## src/rtl/secded_stream_decoder.sv

```systemverilog
// (39,32) Hamming SEC-DED stream decoder: two-stage valid/ready pipeline that
// corrects single-bit errors, flags double-bit errors and counts both.
module secded_stream_decoder #(
    parameter int unsigned DATA_W = 32,
    parameter int unsigned CNT_W  = 16
) (
    input  logic              clk,
    input  logic              rst,
    input  logic              in_valid,
    output logic              in_ready,
    input  logic [DATA_W-1:0] in_data,
    input  logic [6:0]        in_chk,
    output logic              out_valid,
    input  logic              out_ready,
    output logic [DATA_W-1:0] out_data,
    output logic              out_corr,
    output logic              out_uncorr,
    output logic [5:0]        out_syndrome,
    input  logic              cnt_clr,
    output logic [CNT_W-1:0]  corr_cnt,
    output logic [CNT_W-1:0]  uncorr_cnt
);

    localparam int unsigned NPOS = 38;

    // Received codeword by Hamming position; index 0 holds the overall parity bit.
    logic [NPOS:0] in_cw;
    logic [NPOS:1] syn_term [6];
    logic [5:0]    in_syn;
    logic          in_par;

    assign in_cw[0] = in_chk[6];

    for (genvar p = 1; p <= NPOS; p++) begin : g_pos
        if ((p & (p - 1)) == 0) begin : g_chk
            assign in_cw[p] = in_chk[$clog2(p)];
        end else begin : g_data
            assign in_cw[p] = in_data[p - 1 - $clog2(p)];
        end
        for (genvar i = 0; i < 6; i++) begin : g_syn
            if (((p >> i) & 1) == 1) begin : g_on
                assign syn_term[i][p] = in_cw[p];
            end else begin : g_off
                assign syn_term[i][p] = 1'b0;
            end
        end
    end

    for (genvar i = 0; i < 6; i++) begin : g_syn_red
        assign in_syn[i] = ^syn_term[i];
    end

    assign in_par = ^in_cw;

    // Stage 1: raw codeword plus syndrome and overall parity
    logic              s1_full_q, s1_full_d;
    logic [DATA_W-1:0] s1_data_q, s1_data_d;
    logic [5:0]        s1_syn_q, s1_syn_d;
    logic              s1_par_q, s1_par_d;

    // Stage 2: output registers
    logic              out_valid_q, out_valid_d;
    logic [DATA_W-1:0] out_data_q, out_data_d;
    logic              out_corr_q, out_corr_d;
    logic              out_uncorr_q, out_uncorr_d;
    logic [5:0]        out_syn_q, out_syn_d;

    logic [CNT_W-1:0]  corr_cnt_q, corr_cnt_d;
    logic [CNT_W-1:0]  uncorr_cnt_q, uncorr_cnt_d;

    logic              s2_free;
    logic              s1_load;
    logic              out_fire;

    assign s2_free  = !out_valid_q || out_ready;
    assign in_ready = !rst && (!s1_full_q || s2_free);
    assign s1_load  = in_valid && in_ready;
    assign out_fire = out_valid_q && out_ready;

    // One-hot data flip mask: bit k set when the syndrome names data bit k's position.
    logic [DATA_W-1:0] flip_mask;
    for (genvar p = 1; p <= NPOS; p++) begin : g_flip
        if ((p & (p - 1)) != 0) begin : g_data
            assign flip_mask[p - 1 - $clog2(p)] = (s1_syn_q == 6'(p));
        end
    end

    logic s1_correctable;
    logic s1_uncorrectable;

    always_comb begin
        s1_correctable   = 1'b0;
        s1_uncorrectable = 1'b0;
        if (s1_par_q) begin
            if (s1_syn_q <= 6'(NPOS)) begin
                s1_correctable = 1'b1;
            end else begin
                s1_uncorrectable = 1'b1;
            end
        end else if (s1_syn_q != 6'd0) begin
            s1_uncorrectable = 1'b1;
        end
    end

    always_comb begin
        s1_full_d = s1_load || (s1_full_q && !s2_free);
        s1_data_d = s1_data_q;
        s1_syn_d  = s1_syn_q;
        s1_par_d  = s1_par_q;
        if (s1_load) begin
            s1_data_d = in_data;
            s1_syn_d  = in_syn;
            s1_par_d  = in_par;
        end
    end

    always_comb begin
        out_valid_d  = out_valid_q;
        out_data_d   = out_data_q;
        out_corr_d   = out_corr_q;
        out_uncorr_d = out_uncorr_q;
        out_syn_d    = out_syn_q;
        if (s2_free) begin
            out_valid_d = s1_full_q;
            if (s1_full_q) begin
                out_data_d   = s1_correctable ? (s1_data_q ^ flip_mask) : s1_data_q;
                out_corr_d   = s1_correctable;
                out_uncorr_d = s1_uncorrectable;
                out_syn_d    = s1_syn_q;
            end
        end
    end

    // Clear wins over a same-cycle event; counts stick at all-ones.
    always_comb begin
        corr_cnt_d   = corr_cnt_q;
        uncorr_cnt_d = uncorr_cnt_q;
        if (cnt_clr) begin
            corr_cnt_d   = '0;
            uncorr_cnt_d = '0;
        end else if (out_fire) begin
            if (out_corr_q && (corr_cnt_q != '1)) begin
                corr_cnt_d = corr_cnt_q + 1'b1;
            end
            if (out_uncorr_q && (uncorr_cnt_q != '1)) begin
                uncorr_cnt_d = uncorr_cnt_q + 1'b1;
            end
        end
    end

    always_ff @(posedge clk) begin
        if (rst) begin
            s1_full_q    <= 1'b0;
            s1_data_q    <= '0;
            s1_syn_q     <= '0;
            s1_par_q     <= 1'b0;
            out_valid_q  <= 1'b0;
            out_data_q   <= '0;
            out_corr_q   <= 1'b0;
            out_uncorr_q <= 1'b0;
            out_syn_q    <= '0;
            corr_cnt_q   <= '0;
            uncorr_cnt_q <= '0;
        end else begin
            s1_full_q    <= s1_full_d;
            s1_data_q    <= s1_data_d;
            s1_syn_q     <= s1_syn_d;
            s1_par_q     <= s1_par_d;
            out_valid_q  <= out_valid_d;
            out_data_q   <= out_data_d;
            out_corr_q   <= out_corr_d;
            out_uncorr_q <= out_uncorr_d;
            out_syn_q    <= out_syn_d;
            corr_cnt_q   <= corr_cnt_d;
            uncorr_cnt_q <= uncorr_cnt_d;
        end
    end

    assign out_valid    = out_valid_q;
    assign out_data     = out_data_q;
    assign out_corr     = out_corr_q;
    assign out_uncorr   = out_uncorr_q;
    assign out_syndrome = out_syn_q;
    assign corr_cnt     = corr_cnt_q;
    assign uncorr_cnt   = uncorr_cnt_q;

endmodule

```

## config.mk

```make
export PLATFORM = sky130hd
export DESIGN_NAME = secded_stream_decoder
export DESIGN_NICKNAME = d
export VERILOG_FILES = /design/src/rtl/secded_stream_decoder.sv
export SDC_FILE = /design/constraint.sdc
export NUM_CORES = 1
export LEC_CHECK = 0
export ABC_CLOCK_PERIOD_IN_PS = 1900
export BUFFER_PORTS_ARGS = -buffer_cell sky130_fd_sc_hd__buf_4
export CORE_MARGIN = 2
export CORE_UTILIZATION = 51
export CTS_BUF_LIST = sky130_fd_sc_hd__clkbuf_8
export DETAILED_ROUTE_END_ITERATION = 10
export PLACE_DENSITY_LB_ADDON = 0.12
export SYNTH_ARGS = -nofsm -noshare
export SYNTH_HDL_FRONTEND = slang
export SYNTH_SLANG_ARGS = --single-unit
```

## constraint.sdc

```tcl
create_clock -name clk -period 1.9 [get_ports clk]
set_input_delay 0 -clock clk [delete_from_list [all_inputs] [get_ports clk]]
set_output_delay 0 -clock clk [all_outputs]
set_load 0.03 [all_outputs]
```

==> results of run 1 <==
==> final cells by class <==
class | instances | area share [%]
clock inverters | 13 | 2.86
clock buffers | 19 | 3.48
inverters | 8 | 0.400
multi-input cells | 504 | 42.2
repair buffers | 171 | 18.6
well taps | 136 | 2.27
flip-flops and latches | 113 | 30.2
==> sequential cells by signal, indices dropped and copies added (netlist names), 6 cells and up <==
signal        count
out_data         32
uncorr_cnt       16
s1_data_q        32
s1_syn_q          6
corr_cnt         16
out_syndrome      6
==> metal layers <==
layer	up-vias	track usage [%]	share of wire (%)
li1	2539	-	-
met1	2432	30.6	42
met2	171	44.2	50
met3	29	6.21	6.2
met4	0	10.8	1.9
met5	-	0	0
==> per-stage QoR <==
step,std cells,power (mW)
4_1_cts,962,7.09
3_5_place_dp,895,4.33
3_3_place_gp,895,4.31
5_1_grt,964,7.40
2_1_floorplan,661,3.80
6_report,964,7.07
==> report_power, final <==
group          total, mW  switching (mW)  leakage [nW]  internal, mW
registers           2.70           0.169         0.929          2.54
clock network       2.69           0.943         0.248          1.75
logic               1.67           0.886          1.78         0.787
total               7.07            2.00          2.95          5.07
==> cells by family after synthesis <==
| kind of cell | count (synthesis) |
|---|---|
| xor gates and xnor gates | 119 |
| AOI/OAI and AO/OA | 76 |
| DFF | 113 |
| muxes | 2 |
| buffers and inverters | 44 |
| and+or+nand+nor | 305 |
| adders and majority gates | 2 |
==> final timing paths <==
kind	start	to	slack (ps)	cells past startpoint
setup / recovery	out_valid	uncorr_cnt[12]	2	5
hold / removal	in_chk[5]	s1_syn_q[5]	170	5
setup reg to reg	out_valid	uncorr_cnt[12]	2	5
hold reg to reg	out_syndrome[1]	out_syndrome[1]	470	2
==> cells in the final DEF, fill, tap and decap left out, types with 6 or more instances in the layout <==
master and count:
nand4_1 8, a21oi_1 15, or3_1 16, nor2_1 74, dfxtp_1 107, clkbuf_8 19, bufinv_16 6, o21ai_0 21
inv_1 10, nor2b_1 6, nor3_1 14, xor2_1 31, dlygate4sd3_1 35, a211oi_1 23, nand3_1 22, a311oi_1 9
nand2_1 104, xnor2_1 82, buf_4 134, nand3b_1 39
==> worst max-delay path: stages (launching register included) <==
cell     delay (ps)
dfxtp_1         370
nand3_1         180
or3_4           400
or3_1           360
or3_1           360
a21oi_2         160
==> repair_timing <==
action                                  4_1_cts  5_1_grt
endpoints found under the setup margin        2       13
buffers inserted                              0        2
hold buffers                                 35        0
resized for setup                             2        8
pin swaps                                     1        7
hold endpoints to repair                     35        0
==> impl_metrics.ini, run 1 <==
[die]
die_h_um = 108
dieArea_um2 = 11700
rows = 37
initial_core_util_pct = 53.0
die_x_um = 108
io_pins = 118
core-area_um2 = 10400

[yosys]
synth.avg_cell_area_um2 = 8.36
netlist.area_leader.share_pct = 41.0
synthArstFlopShare_pct = 0
synth_nets = 707
ys_top_cells_by_count = 113 x dfxtp_1, 104 x nand2_1, 84 x xnor2_1
ys_top_cells_by_area = dfxtp_1 41%, xnor2_1 13%, nand2_1 7.1%
synth_cells = 661
synth_top_area_cell = dfxtp_1
synth.distinct_cells = 34
synth_fa_ha_area_share_pct = 0.453
synth_top_family_by_area = simple AND/OR/NAND/NOR gates
ys.warnings.count = 0
synth-compound-area-share_pct = 8.86
syn-cell-area_um2 = 5520
synthSimpleGateAreaFrac_pct = 26.9
synth_mux_area_share_pct = 0.362
synth_xor_xnor_area_share_pct = 19.5
synthFlopType = dfxtp_1
ys_seq_area_share_pct = 41.0
synth-edff-count = 0
synth_most_common_cell = dfxtp_1
synth_seq_cells = 113

[critical_path]
arrival_ps = 2250
worstSetupEndpointType = flop
critPathLaunchType = flop
cp.required_ps = 2260
crit_type = flop to flop
worst-path-max-fanout = 4

[sta]
period_minus_slack_ps = 1900
finalHoldViolCount = 0
whs_ps = 168
finalSetupTns_ps = 0
timing.final.ws_setup_ps = 1.61
slew_viol_final = 0
slew_headroom_pct = 53.2
setup_viol = 0
fin_crit_sh_pct = 99.9
fmax_ghz = 0.527
worstMarginPinSlew_ps = 702
fin_worst_skew_ps = 10.5

[outcome]
outcome = finished, final reports clean

[layout]
drive_above_1_share_pct = 22.3
num_antenna_cells = 0
nFillCells = 837
regArea_um2 = 2270
nets = 861
syn_to_final_growth_pct = 36.0
multi_input_area_um2 = 3170
design_area_um2 = 7510
fin_util_pct = 72.1

[route]
ant_nets = 0
routed_wl_mm = 14.8
drt_iter0_drc = 344
wl_per_cell_um = 15.3
viasPerCell = 5.36
drt_first_pass_iters = 5
via_count = 5171
drc = 0

[clock_network]
clk_pin_slew_ps = 70
clock_latency_ps = 430
htreeDepth = 4
cts_tree = done
root_buffer = clkbuf_8
cts.sinks = 113
cts_inserted_buffers = 17
ctsLongestPathBuffers = 2

[grt]
grtUsageTotal_pct = 25.7
grt_antenna_before_repair = 0
grt_max_degree = 82
grt_overflow_total = 0
grt_pass1_vias = 4946
grt_pass1_wl_mm = 23.4

[pwr]
ir_drop_mv = 0.440
p_per_area_nw_per_um2 = 941
total_leakage_power_nw = 2.95

[placed_design]
hpwl_mm = 9.85
port_buffers = 117
dpl_cell_area_um2 = 6610
place.gp.congestion = 0.879
post-place-ws_ps = -1.40

[hold_path]
worst_hold_path_type = primary input to flop

[flow_run]
cap_violations = 0
No activity file was read; power rests on OpenSTA's default activity.
==> inputs of run 2 (changes only) <==
--- a/config.mk
+++ b/config.mk
@@ -12,6 +12,7 @@
 export CTS_BUF_LIST = sky130_fd_sc_hd__clkbuf_8
 export DETAILED_ROUTE_END_ITERATION = 10
 export PLACE_DENSITY_LB_ADDON = 0.12
+export RECOVER_POWER = 100
 export SYNTH_ARGS = -nofsm -noshare
 export SYNTH_HDL_FRONTEND = slang
 export SYNTH_SLANG_ARGS = --single-unit
==> impl_metrics.ini, run 2 (same netlist as run 1, synthesis figures left out) <==
[critical_path]
cp.required_ps = 2260
worstSetupEndpointType = flop
slowest_delay_ps = 430
r2r-end = uncorr_cnt[12]
arrival_ps = 2240
worst-path-max-fanout = 7
r2r_start = uncorr_cnt[3]
path_cells = nand4_1, or3_4, or3_1, or3_1, a21oi_2
r2r_slack_ps = 10
startpoint = uncorr_cnt[3]
crit_top_cell = or3_1
critPathLaunchType = flop
crit_type = flop to flop
ff2ff_path_depth = 5
cp_slowest_cell = or3_4

[layout]
final_cell_count_no_fill = 964
nFillCells = 919
nets = 861
fin_util_pct = 69.2
layout_common_cells = 107 x dfxtp_1, 104 x nand2_1, 82 x xnor2_1
drive_above_1_share_pct = 13.2
syn_to_final_growth_pct = 30.5
num_antenna_cells = 0
design_area_um2 = 7210
final_common_cell = dfxtp_1

[pwr]
pwr-share-comb_pct = 22.9
power_mw = 7.00
p_per_area_nw_per_um2 = 972
p_int_mw = 5.00
clkPwrFrac_pct = 38.5
p_seq_share_pct = 38.6
ir_drop_mv = 0.439
total_leakage_power_nw = 2.63
p_switching_mw = 2.00
switching_share_pct = 28.6

[sta]
worstMarginPinSlew_ps = 697
slew_viol_final = 0
whs_ps = 160
setup_viol = 0
fmax_ghz = 0.530
finalHoldViolCount = 0
period_minus_slack_ps = 1890
fin_worst_skew_ps = 10.0
slew_headroom_pct = 53.5
fin_crit_sh_pct = 99.3

[placed_design]
place_inst = 895
dpl_cell_area_um2 = 6610
place.gp.congestion = 0.879
port_buffers = 117
hpwl_mm = 9.85

[die]
rows = 37
die_h_um = 108
core-area_um2 = 10400
die_x_um = 108
initial_core_util_pct = 53.0
io_pins = 118
dieArea_um2 = 11700

[clock_network]
ctsLongestPathBuffers = 2
cts_inserted_buffers = 17
clock_latency_ps = 430
root_buffer = clkbuf_8
htreeDepth = 4
clk_pin_slew_ps = 70
cts.sinks = 113
cts_tree = done

[route]
drt_iter0_drc = 311
drc = 0
wl_per_cell_um = 15.5
routed_wl_mm = 14.9
ant_nets = 0
viasPerCell = 5.37
drt_first_pass_iters = 6
via_count = 5177

[outcome]
outcome = finished, final reports clean

[hold_path]
holdPathEnd = s1_syn_q[5]
worstHoldPathCells = 5
worst_hold_path_type = primary input to flop
hp-start = in_chk[5]

[grt]
grt_antenna_before_repair = 0
grt_pass1_vias = 4946
grt_pass1_wl_mm = 23.4
grt_max_degree = 82
grtUsageTotal_pct = 25.7
grt_overflow_total = 0

[flow_run]
cap_violations = 0
run 2: layer usage:
metal	track usage [%]	vias to the layer above	wire (µm)
li1	-	2545	-
met1	30.6	2431	6320
met2	44.2	171	7400
met3	6.21	30	897
met4	10.8	0	291
met5	0	-	0
run 2: cell type report:
type / instances / area, µm² / share of cell area [%]
multi-input cells: 504 / 3160 / 43.9
clock inverters: 13 / 215 / 2.99
inverters: 8 / 30.0 / 0.417
clock buffers: 19 / 262 / 3.63
flip-flops and latches: 113 / 2270 / 31.5
well taps: 136 / 170 / 2.36
repair buffers: 171 / 1090 / 15.2
run 2: worst max path at each step:
stage	endpoint	depth (start not counted)
4_1_cts	uncorr_cnt[12]	5
6_report	uncorr_cnt[12]	5
3_5_place_dp	uncorr_cnt[15]	6
3_3_place_gp	uncorr_cnt[15]	6
5_1_grt	uncorr_cnt[12]	5
2_1_floorplan	uncorr_cnt[15]	6
run 2: critical path: cells and delay by family, from the launching register on:
family          cells  cell delay (ps)
flops               1              370
simple gates        4             1280
compound gates      1              160
run 2: timing repair:
| action | CTS | global route |
|---|---|---|
| resized for setup | 2 | 8 |
| pin swaps | 1 | 7 |
| setup endpoints to repair | 2 | 13 |
| hold buffers | 35 | 0 |
| endpoints found under the hold margin | 35 | 0 |
| buffers inserted | 0 | 2 |
run 2: power by group through the flow:
stage | Combinational (mW) | Clock (mW) | Sequential, mW
after floorplan | 0.989 | 0 | 2.82
after global placement | 1.56 | 0 | 2.74
after detailed placement | 1.58 | 0 | 2.75
after CTS | 1.64 | 2.74 | 2.70
after global routing | 1.74 | 2.86 | 2.72
final | 1.61 | 2.70 | 2.70
run 2: through the flow:
step	worst slack, ps	setup TNS [ps]
floorplan	43.0	0
global placement	79.4	0
detailed placement	-1.40	-1.40
CTS	-6.08	-6.08
global route	-34.0	-34.0
finish	13.9	0
==> inputs of run 3 (changes only) <==
--- a/config.mk
+++ b/config.mk
@@ -7,6 +7,7 @@
 export LEC_CHECK = 0
 export ABC_CLOCK_PERIOD_IN_PS = 1900
 export BUFFER_PORTS_ARGS = -buffer_cell sky130_fd_sc_hd__buf_4
+export CORE_ASPECT_RATIO = 0.9
 export CORE_MARGIN = 2
 export CORE_UTILIZATION = 51
 export CTS_BUF_LIST = sky130_fd_sc_hd__clkbuf_8
==> impl_metrics.ini, run 3 (same netlist as run 1, synthesis figures left out) <==
[placed_design]
place_inst = 890
post-place-ws_ps = -4.36
place.gp.congestion = 0.950
port_buffers = 117
hpwl_mm = 10.4
dpl_cell_area_um2 = 6590

[pwr]
p_per_area_nw_per_um2 = 892
ir_drop_mv = 0.536
total_leakage_power_nw = 2.60

[clock_network]
cts.sinks = 113
cts_inserted_buffers = 17
ctsLongestPathBuffers = 2
clk_pin_slew_ps = 70
clock_latency_ps = 430
root_buffer = clkbuf_8
cts_tree = done
htreeDepth = 4

[sta]
fin_crit_sh_pct = 95.9
fmax_ghz = 0.549
fin_worst_skew_ps = 7.84
timing.final.ws_setup_ps = 77.4
finalHoldViolCount = 0
whs_ps = 187
period_minus_slack_ps = 1820
worstMarginPinSlew_ps = 704
slew_viol_final = 0
setup_viol = 0
slew_headroom_pct = 53.1

[die]
io_pins = 118
die_h_um = 103
core-area_um2 = 10700
rows = 36
initial_core_util_pct = 51.7
die_x_um = 114
dieArea_um2 = 11700

[layout]
final_common_cell = dfxtp_1
design_area_um2 = 7110
syn_to_final_growth_pct = 28.8
layout_common_cells = 107 x dfxtp_1, 104 x nand2_1, 81 x xnor2_1
nets = 859
drive_above_1_share_pct = 13.0
num_antenna_cells = 0
final_cell_count_no_fill = 958

[critical_path]
worst-path-max-fanout = 3
crit_type = primary input to flop
arrival_ps = 2190
critPathLaunchType = primary input
worstSetupEndpointType = flop
cp.required_ps = 2270

[route]
routed_wl_mm = 15.0
wl_per_cell_um = 15.6
drt_iter0_drc = 445
viasPerCell = 5.32
drc = 0
via_count = 5095
drt_first_pass_iters = 4
ant_nets = 0

[grt]
grt_pass1_wl_mm = 23.3
grt_overflow_total = 0
grtUsageTotal_pct = 25.5
grt_antenna_before_repair = 0
grt_max_degree = 81
grt_pass1_vias = 4791

[flow_run]
cap_violations = 0

[outcome]
outcome = finished, final reports clean

[hold_path]
worst_hold_path_type = primary input to flop
==> run 3: cell count changes in the layout (fill, tap and decap cells not counted), moves of 2 or more <==
cell,before,now
bufinv_16,6,0
clkbuf_1,75,73
buf_12,0,2
clkbuf_8,19,24
buf_4,60,56
==> run 3: critical path, cell delays in order <==
cell and delay [ps]:
dlygate4sd3_1 550, buf_4 160, xor2_2 180, xnor2_2 200, xnor3_1 380, xnor2_2 180, xnor3_1 420, o21ai_1 110
==> run 3: cell type report <==
type,count,area [µm²]
fillers,959,3560
multi-input cells,504,3170
clock inverters,7,33.8
inverters,8,30.0
clock buffers,24,330
well taps,133,166
flip-flops and latches,113,2270
repair buffers,169,1110
==> run 3: timing repair <==
item / in CTS / in global routing
hold buffers: 36 / 0
endpoints found under the hold margin: 34 / 0
pin swaps: 0 / 2
gates cloned: 0 / 0
buffers inserted: 0 / 1
setup endpoints to repair: 1 / 17
gates resized for setup: 0 / 11
==> run 3: metrics by stage <==
step                util, %  total power, mW  setup TNS (ps)
floorplan                 -             3.80               0
CTS                    68.5             6.39           -20.2
global route           66.6             6.66           -97.3
detailed placement     61.7             4.31           -4.36
global placement       61.7             4.27               0
finish                 66.6             6.34               0
==> run 3: power breakdown <==
part / internal [mW] / switching [mW]
clock network: 1.12 / 0.900
registers: 2.54 / 0.204
logic: 0.730 / 0.854
total: 4.38 / 1.96
==> run 3: metal layers <==
metal | track usage, % | share of wire, %
met5 | 0 | 0
met4 | 10.8 | 1.7
met3 | 7.11 | 6.6
met2 | 40.5 | 46
met1 | 33.1 | 45
==> run 3: worst paths after layout <==
| check | startpoint | endpoint | slack, ps | cells after the start |
|---|---|---|---|---|
| setup / recovery | in_data[15] | s1_par_q | 80 | 8 |
| hold / removal | in_chk[5] | s1_syn_q[5] | 190 | 5 |
| setup reg to reg | uncorr_cnt[3] | uncorr_cnt[12] | 90 | 5 |
| hold reg to reg | out_syndrome[1] | out_syndrome[1] | 470 | 2 |
